==> src/rtl/loader_pkg.sv <==
// loader_pkg: state encoding and framing constants shared by the image loader.
// Optional macro LOADER_CHECKSUM_EN adds the CSUM state to the state enum.
package loader_pkg;

    // Each header field and each payload word is this many bytes.
    localparam int HDR_BYTES  = 4;
    localparam int BYTE_CNT_W = $clog2(HDR_BYTES);
    localparam int CSUM_W     = 32;

`ifdef LOADER_CHECKSUM_EN
    typedef enum logic [2:0] {
        HDR_ADDR,
        HDR_LEN,
        PAYLOAD,
        WRITE,
        CSUM,
        DONE,
        ERROR
    } state_t;
`else
    typedef enum logic [2:0] {
        HDR_ADDR,
        HDR_LEN,
        PAYLOAD,
        WRITE,
        DONE,
        ERROR
    } state_t;
`endif

endpackage

==> src/rtl/be_word_assembler.sv <==
// be_word_assembler: packs accepted bytes into big-endian 32-bit words.
// Ports: clk, clear (sync), valid/data (accepted byte), word/word_valid (pulse).
module be_word_assembler
    import loader_pkg::*;
(
    input  logic        clk,
    input  logic        clear,
    input  logic        valid,
    input  logic [7:0]  data,
    output logic [31:0] word,
    output logic        word_valid
);

    localparam logic [BYTE_CNT_W-1:0] LAST = BYTE_CNT_W'(HDR_BYTES - 1);

    logic [23:0]           shift_q;
    logic [BYTE_CNT_W-1:0] cnt_q;

    always_ff @(posedge clk) begin
        if (clear) begin
            shift_q <= '0;
            cnt_q   <= '0;
        end else if (valid) begin
            shift_q <= {shift_q[15:0], data};
            cnt_q   <= cnt_q + BYTE_CNT_W'(1);
        end
    end

    // The word is complete in the same cycle its last byte is accepted,
    // so the consumer captures it on that edge.
    assign word       = {shift_q, data};
    assign word_valid = valid & (cnt_q == LAST);

endmodule

==> src/rtl/mem_image_loader.sv <==
// mem_image_loader: parses a byte-stream image (base, count, words) and
// writes it into CPU memory, holding the CPU in reset until it completes.
// Ports: clk, reset (sync, active high); in_valid/in_data/in_ready byte
// stream; mem_wr_* word-write port; cpu_reset_hold, done, error flags.
// Optional macro LOADER_CHECKSUM_EN: trailing 32-bit payload sum check.
module mem_image_loader
    import loader_pkg::*;
#(
    parameter int ADDR_W = 18
) (
    input  logic              clk,
    input  logic              reset,
    input  logic              in_valid,
    input  logic [7:0]        in_data,
    output logic              in_ready,
    output logic              mem_wr_valid,
    output logic [ADDR_W-1:0] mem_wr_addr,
    output logic [31:0]       mem_wr_data,
    input  logic              mem_wr_ready,
    output logic              cpu_reset_hold,
    output logic              done,
    output logic              error
);

    localparam logic [32:0] ADDR_LIMIT = 33'd1 << ADDR_W;

`ifdef LOADER_CHECKSUM_EN
    localparam state_t LOAD_END = CSUM;
`else
    localparam state_t LOAD_END = DONE;
`endif

    state_t state_q, state_d;

    logic [31:0]       base_q;
    logic [31:0]       rem_q;
    logic [ADDR_W-1:0] addr_q;
    logic [31:0]       data_q;
`ifdef LOADER_CHECKSUM_EN
    logic [CSUM_W-1:0] csum_q;
`endif

    logic        accept;
    logic [31:0] word;
    logic        word_valid;
    logic [32:0] span;
    logic        hdr_bad;

    assign accept = in_valid & in_ready;

    be_word_assembler u_asm (
        .clk        (clk),
        .clear      (reset),
        .valid      (accept),
        .data       (in_data),
        .word       (word),
        .word_valid (word_valid)
    );

    // Evaluated when the count word completes; word holds N then.
    // 33 bits so a huge N cannot wrap past the limit.
    assign span    = {3'b000, base_q[31:2]} + {1'b0, word};
    assign hdr_bad = (base_q[1:0] != 2'b00) | (span > ADDR_LIMIT);

    always_ff @(posedge clk) begin
        if (reset) begin
            state_q <= HDR_ADDR;
        end else begin
            state_q <= state_d;
        end
    end

    always_comb begin
        state_d        = state_q;
        in_ready       = 1'b0;
        mem_wr_valid   = 1'b0;
        cpu_reset_hold = 1'b1;
        done           = 1'b0;
        error          = 1'b0;
        unique case (state_q)
            HDR_ADDR: begin
                in_ready = ~reset;
                if (word_valid) state_d = HDR_LEN;
            end
            HDR_LEN: begin
                in_ready = ~reset;
                if (word_valid) begin
                    if (hdr_bad)          state_d = ERROR;
                    else if (word == '0)  state_d = LOAD_END;
                    else                  state_d = PAYLOAD;
                end
            end
            PAYLOAD: begin
                in_ready = ~reset;
                if (word_valid) state_d = WRITE;
            end
            WRITE: begin
                mem_wr_valid = 1'b1;
                if (mem_wr_ready) begin
                    state_d = (rem_q == 32'd1) ? LOAD_END : PAYLOAD;
                end
            end
`ifdef LOADER_CHECKSUM_EN
            CSUM: begin
                in_ready = ~reset;
                if (word_valid) begin
                    state_d = (word == csum_q) ? DONE : ERROR;
                end
            end
`endif
            DONE: begin
                done           = 1'b1;
                cpu_reset_hold = 1'b0;
            end
            ERROR: begin
                error = 1'b1;
            end
            default: state_d = ERROR;
        endcase
    end

    always_ff @(posedge clk) begin
        if (reset) begin
            base_q <= '0;
            rem_q  <= '0;
            addr_q <= '0;
            data_q <= '0;
`ifdef LOADER_CHECKSUM_EN
            csum_q <= '0;
`endif
        end else begin
            if (state_q == HDR_ADDR && word_valid) begin
                base_q <= word;
            end
            if (state_q == HDR_LEN && word_valid) begin
                rem_q  <= word;
                addr_q <= base_q[ADDR_W+1:2];
            end
            if (state_q == PAYLOAD && word_valid) begin
                data_q <= word;
`ifdef LOADER_CHECKSUM_EN
                csum_q <= csum_q + word;
`endif
            end
            if (state_q == WRITE && mem_wr_ready) begin
                addr_q <= addr_q + ADDR_W'(1);
                rem_q  <= rem_q - 32'd1;
            end
        end
    end

    assign mem_wr_addr = addr_q;
    assign mem_wr_data = data_q;

endmodule

==> config.mk <==
export PLATFORM = sky130hd
export DESIGN_NAME = mem_image_loader
export DESIGN_NICKNAME = d
export VERILOG_FILES = /design/src/rtl/loader_pkg.sv /design/src/rtl/be_word_assembler.sv /design/src/rtl/mem_image_loader.sv
export SDC_FILE = /design/constraint.sdc
export NUM_CORES = 1
export LEC_CHECK = 0
export CORE_MARGIN = 1.5
export CORE_UTILIZATION = 49
export DETAILED_ROUTE_END_ITERATION = 6
export PLACE_DENSITY = 0.78
export SLEW_MARGIN = 20
export SYNTH_ARGS = -nofsm -noshare
export SYNTH_HDL_FRONTEND = slang
export SYNTH_SLANG_ARGS = --single-unit
==> constraint.sdc <==
create_clock -name clk -period 4.2 [get_ports clk]
set_input_delay 0.63 -clock clk [delete_from_list [all_inputs] [get_ports clk]]
set_output_delay 0.63 -clock clk [all_outputs]
set_load 0.1 [all_outputs]
==> results.yml, run 1 <==
worst_hold_path:
  hold-path-cell-count: 2
  min_to: "mem_wr_data[2]"
  min_from: "mem_wr_data[2]"
  hp-class: "reg -> reg"
cells_and_area:
  utilization_pct: 60.0
  drive_above_1_share_pct: 8.72
  area_delta_synth_final_pct: 19.8
  most-common-layout-cells: "240 x nand2_1, 161 x a21oi_1, 143 x dfxtp_1"
  final_common_cell: "nand2_1"
  final_nets: 1169
  num_antenna_cells: 0
global_routing:
  grt_pass1_wl_mm: 40.5
  grt_pass1_vias: 7524
  grt_usage_pct: 31.3
  antenna_found_initial: 0
  grt-ovfl-total: 0
  grt_max_degree: 84
place:
  gp_congestion: 1.05
  dp_hpwl_mm: 18.2
  io_buffers: 66
routing:
  drc: 1
  drt_wl_total_mm: 25.9
  drtPass1Iterations: 7
  wire_per_inst_um: 19.2
  via_per_inst: 6.15
  drt-initial-drc-count: 770
  vias: 8308
  postRouteAntennaNets: 0
timing:
  slew_headroom_pct: 18.9
  fmax_mhz: 254
  finalHoldViolCount: 0
  finClkSkew_ns: 0.0156
  fin_crit_sh_pct: 93.6
  grt_setup_unrepaired: "no"
  tightest_slew_ns: 1.21
  drv_slew: 0
  period_minus_slack_ns: 3.93
  setup_viol: 0
worst_setup_path:
  reg2regPathDepth: 13
  end_kind: "flip-flop"
  slowest_stage: "or4b_1"
  crit_family: "compound AO/OA/AOI/OAI gates"
  path_class: "in -> reg"
  r2r_start: "base_q[2]"
  worstPathMaxFanout: 4
  slowest_delay_ns: 0.55
  crit_required_ns: 4.57
  regToRegSetupSlack_ns: 0.56
  arrival_ns: 4.30
  crit_path_start_kind: "input port"
  crit_chain: "clkdlybuf4s50_1, ha_1, fa_1, a211oi_1, o21ai_2, a21oi_2, o21bai_1, o31ai_1, a31oi_1, or4b_1, and4b_1, nand2_1, or3_1, a21oi_1"
  worstReg2RegEnd: "state_q[1]"
  critPathBufInv: 1
run_status:
  violations: "design-rule violations"
  outcome: "finished with violations"
yosys:
  ys_ff_latch: 143
  dominantRegCellSynth: "dfxtp_1"
  netlist_area_um2: 7950
  yosys.area.top_type: "dfxtp_1"
  ys_warn_count: 0
  yosysTopAreaCellShare_pct: 36.0
  async_flop_share_pct: 0
  synth-edff-count: 0
  syn_avg_cell_area_um2: 7.50
  synth_cell_types: 76
  ys_seq_area_share_pct: 36.0
  synth.area.top_cells: "dfxtp_1 36%, nand2_1 11%, a21oi_1 10%"
  syn-num-nets: 1107
  syn_inst: 1060
clock_tree:
  postCtsHoldBufs: 0
  htree_levels: 4
  cts_resized: 0
  clkTransAtPathRegs_ns: 0.07
  cts_buffers: 17
  cts_tree: "built"
  clock-sinks: 143
  root_buffer: "clkbuf_16"
  clk-insertion-delay-late_ns: 0.44
  post_cts_buffers: 0
  cts_max_path_buffers: 2
floorplanning:
  start_util_pct: 50.1
  ios: 67
  rows: 46
  die_h_um: 130
  die_area_um2: 17000
  core_um2: 15900
  die_x_um: 130
pwr:
  ir_worst_vdd_uv: 242
  finalPower_mw: 3.11
  p_leak_nw: 3.55
  p_per_area_nw_per_um2: 327
flow_run:
  cap_violations: 0
## final cells by class
class | count | area, µm²
clock buffer | 21 | 470
clock inverter | 11 | 119
fill | 1455 | 6360
inverter | 13 | 51.3
multi-input combinational | 838 | 4780
sequential | 143 | 2860
tap | 216 | 270
timing repair buffer | 109 | 978
## layer usage
layer	routed length [µm]	track usage (%)	vias up	part of all wire (%)
met5	0	0	-	0
met4	1490	19.6	0	5.7
met3	2230	6.68	94	8.6
met2	11600	48.5	421	45
met1	10600	39.8	3858	41
li1	-	-	3935	-
## tightest hold or removal path: cells and delay by family, from the launching register on
kind,cells,cell delay (ns)
AOI/OAI and AO/OA,1,0.05
DFF,1,0.31
and+or+nand+nor,1,0.05
## power breakdown
part | total (mW) | leakage, nW | internal, mW | switching, mW
sequential | 1.39 | 1.15 | 1.37 | 0.0224
combinational | 0.218 | 2.11 | 0.0780 | 0.140
clock | 1.50 | 0.287 | 0.876 | 0.627
## through the flow
stage	instances	cell area [µm²]	hold slack, ns	setup slack (ns)	TNS, ns
5_1_grt	1351	9530	0.475	0.0643	0
6_report	1351	9530	0.456	0.268	0
3_3_place_gp	1319	8940	0.443	-0.0447	-0.0447
2_1_floorplan	1060	7960	0.436	0.396	0
4_1_cts	1351	9530	0.455	0.345	0
3_5_place_dp	1319	8940	0.448	-0.115	-0.115
## cells by family after synthesis
family | share of synthesized area [%]
and+or+nand+nor | 27.5
xor gates and xnor gates | 2.31
adders and majority gates | 5.60
AOI/OAI and AO/OA | 24.1
muxes | 0.378
DFF | 36.0
buffers and inverters | 4.14
## registers in the layout, indices dropped and copies added (netlist names)
name / flops
base_q: 32
mem_wr_data: 32
rem_q: 32
u_asm.shift_q: 24
mem_wr_addr: 18
state_q: 3
u_asm.cnt_q: 2
## worst max-delay path by stage
stage,startpoint,end,slack [ns],depth (start not counted)
floorplan,reset,rem_q[3],0.40,11
global placement,in_data[0],state_q[1],-0.04,14
detailed placement,in_data[0],state_q[1],-0.11,14
CTS,in_data[0],state_q[1],0.35,14
global route,in_data[0],state_q[1],0.06,14
finish,in_data[0],state_q[1],0.27,14
## cell usage after synthesis (5+ instances only)
cell type	count
a21o_1	7
a21oi_1	161
a221oi_1	6
a31oi_1	10
and2_1	6
and3_1	11
buf_2	8
clkbuf_1	53
dfxtp_1	143
ha_1	34
inv_1	12
nand2_1	240
nand3_1	34
nand3b_1	27
nand4_1	12
nor2_1	80
nor3_1	26
nor4_1	13
o211ai_1	12
o21ai_0	33
o221ai_1	5
o311ai_0	6
o31ai_1	5
or3_1	7
xnor2_1	12
xor2_1	9
No activity file was read; power rests on OpenSTA's default activity.
==> run 2, diff against run 1 <==
--- a/config.mk
+++ b/config.mk
@@ -6,9 +6,9 @@
 export NUM_CORES = 1
 export LEC_CHECK = 0
 export CORE_MARGIN = 1.5
-export CORE_UTILIZATION = 49
+export CORE_UTILIZATION = 59
 export DETAILED_ROUTE_END_ITERATION = 6
-export PLACE_DENSITY = 0.78
+export PLACE_DENSITY = 0.9
 export SLEW_MARGIN = 20
 export SYNTH_ARGS = -nofsm -noshare
 export SYNTH_HDL_FRONTEND = slang
==> run 2 against run 1 <==
Effect of this change: the run still ends with design-rule violations left; clock skew shrank 0.0072 ns; cell count shrank 3.2%; clock power shrank 7%; critical path type unchanged; critical endpoint unchanged; largest cell class unchanged; largest power group is now sequential cells.
==> results.yml, run 2 (synthesis gave the netlist of run 1 again) <==
pwr:
  p_int_mw: 2.23
  ir_worst_vdd_uv: 344
  p_leak_nw: 3.50
  p_comb_share_pct: 7.1
  p_per_area_nw_per_um2: 318
  seqPwrFrac_pct: 46.5
  swShare_pct: 25.4
  clkPwrFrac_pct: 46.3
  switchingPower_mw: 0.762
  finalPower_mw: 3.00
clock_tree:
  postCtsHoldBufs: 0
  cts_tree: "built"
  cts_max_path_buffers: 2
  clkTransAtPathRegs_ns: 0.06
  cts_resized: 0
  clk-insertion-delay-late_ns: 0.43
  clock-sinks: 143
  htree_levels: 4
  post_cts_buffers: 0
  root_buffer: "clkbuf_16"
  cts_buffers: 17
global_routing:
  grt_pass1_wl_mm: 40.9
  grt_max_degree: 77
  antenna_found_initial: 0
  grt_pass1_vias: 7867
  grt_usage_pct: 36.6
  grt-ovfl-total: 0
flow_run:
  cap_violations: 0
worst_setup_path:
  path_class: "in -> reg"
  crit_path_start_kind: "input port"
  end_kind: "flip-flop"
  worstPathMaxFanout: 4
  arrival_ns: 4.27
  crit_required_ns: 4.55
floorplanning:
  die_x_um: 119
  core_um2: 13200
  ios: 67
  die_area_um2: 14200
  start_util_pct: 60.3
  die_h_um: 119
  rows: 42
timing:
  finalHoldViolCount: 0
  finClkSkew_ns: 0.00836
  tightest_slew_ns: 1.20
  setup_viol: 0
  grt_setup_unrepaired: "no"
  fmax_mhz: 255
  fin_crit_sh_pct: 93.5
  slew_headroom_pct: 19.7
  setup_slack_ns: 0.273
  period_minus_slack_ns: 3.93
  drv_slew: 0
cells_and_area:
  most-common-layout-cells: "240 x nand2_1, 161 x a21oi_1, 143 x dfxtp_1"
  nFillCells: 1008
  drive_above_1_share_pct: 8.48
  multi_input_area_um2: 4780
  final_nets: 1167
  num_antenna_cells: 0
  final_common_cell: "nand2_1"
  seq_area_um2: 2860
  area_delta_synth_final_pct: 18.4
place:
  io_buffers: 66
  post-place-ws_ns: -0.103
  gp_congestion: 1.06
  dp_hpwl_mm: 18.1
routing:
  wl_met2_mm: 11.5
  highest_layer: "met4"
  postRouteAntennaNets: 0
  drt-met1-wl_mm: 10.0
  route.met3.wl_mm: 2.87
  drtPass1Iterations: 7
  vias: 8609
  drt-initial-drc-count: 1170
  wire_per_inst_um: 20.0
  drc: 12
  drt_wl_total_mm: 26.1
  via_per_inst: 6.58
run_status:
  violations: "design-rule violations"
  outcome: "finished with violations"
worst_hold_path:
  hp-class: "reg -> reg"
run 2: cell types whose count changed in the layout (fill, tap and decap cells not counted), sizes merged:
cell,before,now
clkbuf,21,20
inv,18,16
bufinv,1,0
clkinv,4,3
buf,45,43
clkinvlp,1,5
run 2: through the flow:
| step | instances | utilization, % | TNS (ns) | hold WS [ns] | area (µm²) |
|---|---|---|---|---|---|
| 2_1_floorplan | 1060 | - | 0 | 0.436 | 7960 |
| 3_3_place_gp | 1277 | 67.3 | -0.0201 | 0.441 | 8870 |
| 3_5_place_dp | 1277 | 67.3 | -0.103 | 0.447 | 8870 |
| 4_1_cts | 1308 | 71.4 | 0 | 0.455 | 9420 |
| 5_1_grt | 1308 | 71.4 | 0 | 0.473 | 9420 |
| 6_report | 1308 | 71.4 | 0 | 0.454 | 9420 |
run 2: worst max-delay path: stages:
cell and delay (ns):
clkdlybuf4s50_1 0.43, ha_1 0.24, fa_1 0.39, a211oi_1 0.39, o21ai_2 0.16, a21oi_2 0.24
o21bai_1 0.14, o31ai_1 0.23, a31oi_1 0.06, or4b_1 0.54, and4b_1 0.27, nand2_1 0.06
or3_1 0.34, a21oi_1 0.15
run 2: path summary, 6_finish.rpt:
check                  start              end  slack (ns)  depth (start not counted)
max               in_data[0]       state_q[1]        0.27                         14
min          mem_wr_data[15]  mem_wr_data[15]        0.45                          2
max reg2reg        base_q[2]       state_q[1]        0.54                         13
min reg2reg  mem_wr_data[15]  mem_wr_data[15]        0.45                          2
run 2: area by class of cell:
type                       count  area share [%]
timing repair buffer         107            10.2
multi-input combinational    838            50.7
inverter                      13           0.545
sequential                   143            30.4
tap                          176            2.34
clock buffer                  20            4.85
clock inverter                11           0.904
run 2: per-layer routing:
metal / GRT usage, % / vias up
met5: 0 / -
met1: 45.2 / 4003
met2: 56.2 / 547
met3: 9.96 / 132
met4: 23.6 / 0
li1: - / 3927
run 2: power by group through the flow:
stage | combinational, mW | clock, mW | sequential [mW]
after floorplan | 0.123 | 0 | 1.42
after global placement | 0.204 | 0 | 1.42
after detailed placement | 0.205 | 0 | 1.42
after CTS | 0.207 | 1.39 | 1.39
after global routing | 0.226 | 1.46 | 1.39
final | 0.214 | 1.39 | 1.39
==> run 3, diff against run 2 <==
--- a/config.mk
+++ b/config.mk
@@ -9,6 +9,7 @@
 export CORE_UTILIZATION = 59
 export DETAILED_ROUTE_END_ITERATION = 6
 export PLACE_DENSITY = 0.9
+export SETUP_SLACK_MARGIN = 0.05
 export SLEW_MARGIN = 20
 export SYNTH_ARGS = -nofsm -noshare
 export SYNTH_HDL_FRONTEND = slang
==> run 3 against run 2 <==
Effect of this change: the flow still finishes with violations (design-rule violations); critical path depth did not move; hold slack got worse by 0.00062 ns; global-route usage did not move; register-to-register slack barely moved; clock-buffer cell count did not move; clock skew fell by 0.0018 ns; cell count did not move.
==> results.yml, run 3 (synthesis gave the netlist of run 1 again) <==
run_status:
  outcome: "finished with violations"
  violations: "design-rule violations"
worst_setup_path:
  crit_path_start_kind: "input port"
  crit_required_ns: 4.55
  arrival_ns: 4.27
  worstPathMaxFanout: 4
  crit_path_start: "in_data[0]"
  path_class: "in -> reg"
  worstReg2RegEnd: "state_q[1]"
  r2r_start: "base_q[2]"
  slowest_delay_ns: 0.54
  end_kind: "flip-flop"
  regToRegSetupSlack_ns: 0.55
  reg2regPathDepth: 13
  crit_chain: "clkdlybuf4s50_1, ha_1, fa_1, a211oi_1, o21ai_2, a21oi_2, o21bai_1, o31ai_1, a31oi_1, or4b_1, and4b_1, nand2_1, or3_1, a21oi_1"
  slowest_stage: "or4b_1"
floorplanning:
  die_x_um: 119
  core_um2: 13200
  rows: 42
  ios: 67
  start_util_pct: 60.3
  die_h_um: 119
  die_area_um2: 14200
cells_and_area:
  area_delta_synth_final_pct: 18.5
  most-common-layout-cells: "240 x nand2_1, 161 x a21oi_1, 143 x dfxtp_1"
  final_nets: 1167
  num_antenna_cells: 0
  drive_above_1_share_pct: 8.57
  seq_area_um2: 2860
  final_common_cell: "nand2_1"
  nFillCells: 1007
  multi_input_area_um2: 4780
routing:
  drc: 4
  postRouteAntennaNets: 0
  via_per_inst: 6.56
  drt_wl_total_mm: 26.1
  vias: 8577
  drtPass1Iterations: 7
  wire_per_inst_um: 20.0
  drt-initial-drc-count: 1157
clock_tree:
  cts_buffers: 17
  clk-insertion-delay-late_ns: 0.43
  cts_max_path_buffers: 2
  clock-sinks: 143
  cts_tree: "built"
  clkTransAtPathRegs_ns: 0.06
  htree_levels: 4
  root_buffer: "clkbuf_16"
  post_cts_buffers: 0
global_routing:
  grt_usage_pct: 36.6
  grt_pass1_wl_mm: 40.9
  antenna_found_initial: 0
  grt_max_degree: 77
  grt-ovfl-total: 0
  grt_pass1_vias: 7867
timing:
  finClkSkew_ns: 0.00653
  fin_crit_sh_pct: 93.3
  slew_headroom_pct: 20.1
  setup_viol: 0
  tightest_slew_ns: 1.19
  fmax_mhz: 255
  setup_slack_ns: 0.280
  tns_ns: 0
  drv_slew: 0
  grt_setup_unrepaired: "no"
  finalHoldViolCount: 0
  period_minus_slack_ns: 3.92
worst_hold_path:
  min_to: "mem_wr_data[15]"
  hp-class: "reg -> reg"
  hold-path-cell-count: 2
  min_from: "mem_wr_data[15]"
pwr:
  p_leak_nw: 3.51
  finalPower_mw: 3.00
  p_per_area_nw_per_um2: 318
  ir_worst_vdd_uv: 343
place:
  io_buffers: 66
  dp_hpwl_mm: 18.1
  post-place-ws_ns: -0.103
  gp_congestion: 1.06
flow_run:
  cap_violations: 0
## run 3: final cells by class
cell class	count	share of cell area, %
Timing Repair Buffer	107	10.2
Inverter	13	0.544
Clock inverter	11	0.903
Tap cell	176	2.34
Clock buffer	20	4.85
Multi-Input combinational cell	838	50.8
Sequential cell	143	30.4
## run 3: worst max-delay path, delay by kind of cell
| kind | cells | cell delay (ns) |
|---|---|---|
| AO/OA/AOI/OAI | 7 | 1.37 |
| AND/OR/NAND/NOR | 4 | 1.21 |
| adder cells (fa/ha/maj) | 2 | 0.63 |
| buffers and inverters | 1 | 0.43 |
## run 3: how the worst max path moves through the flow
stage                     slack [ns]  cells after the start    endpoint
after detailed placement       -0.10                     14  state_q[1]
after CTS                       0.32                     14  state_q[1]
after floorplan                 0.40                     11    rem_q[3]
after global placement         -0.02                     14  state_q[1]
final                           0.28                     14  state_q[1]
after global routing            0.05                     14  state_q[1]
## run 3: metal layers
layer / global-route usage (%) / share of wire [%] / vias to the layer above
met5: 0 / 0 / -
met1: 45.2 / 38 / 3925
met3: 9.96 / 12 / 149
met4: 23.6 / 6.5 / 0
met2: 56.2 / 44 / 580
li1: - / - / 3923
## run 3: per-stage QoR
step	utilization, %	instance area (µm²)	hold slack (ns)	cells
2_1_floorplan	-	7960	0.436	1060
3_3_place_gp	67.3	8870	0.441	1277
3_5_place_dp	67.3	8870	0.447	1277
4_1_cts	71.4	9420	0.455	1308
5_1_grt	71.4	9420	0.473	1308
6_report	71.4	9420	0.453	1308
## run 3: repair_timing
action	4_1_cts	5_1_grt
setup endpoints to repair	0	1
hold buffers	0	0
resized for setup	0	1
## run 3: report_power, final
part / internal, mW / switching [mW]
sequential: 1.37 / 0.0242
combinational: 0.0770 / 0.137
clock: 0.787 / 0.603
total: 2.23 / 0.764
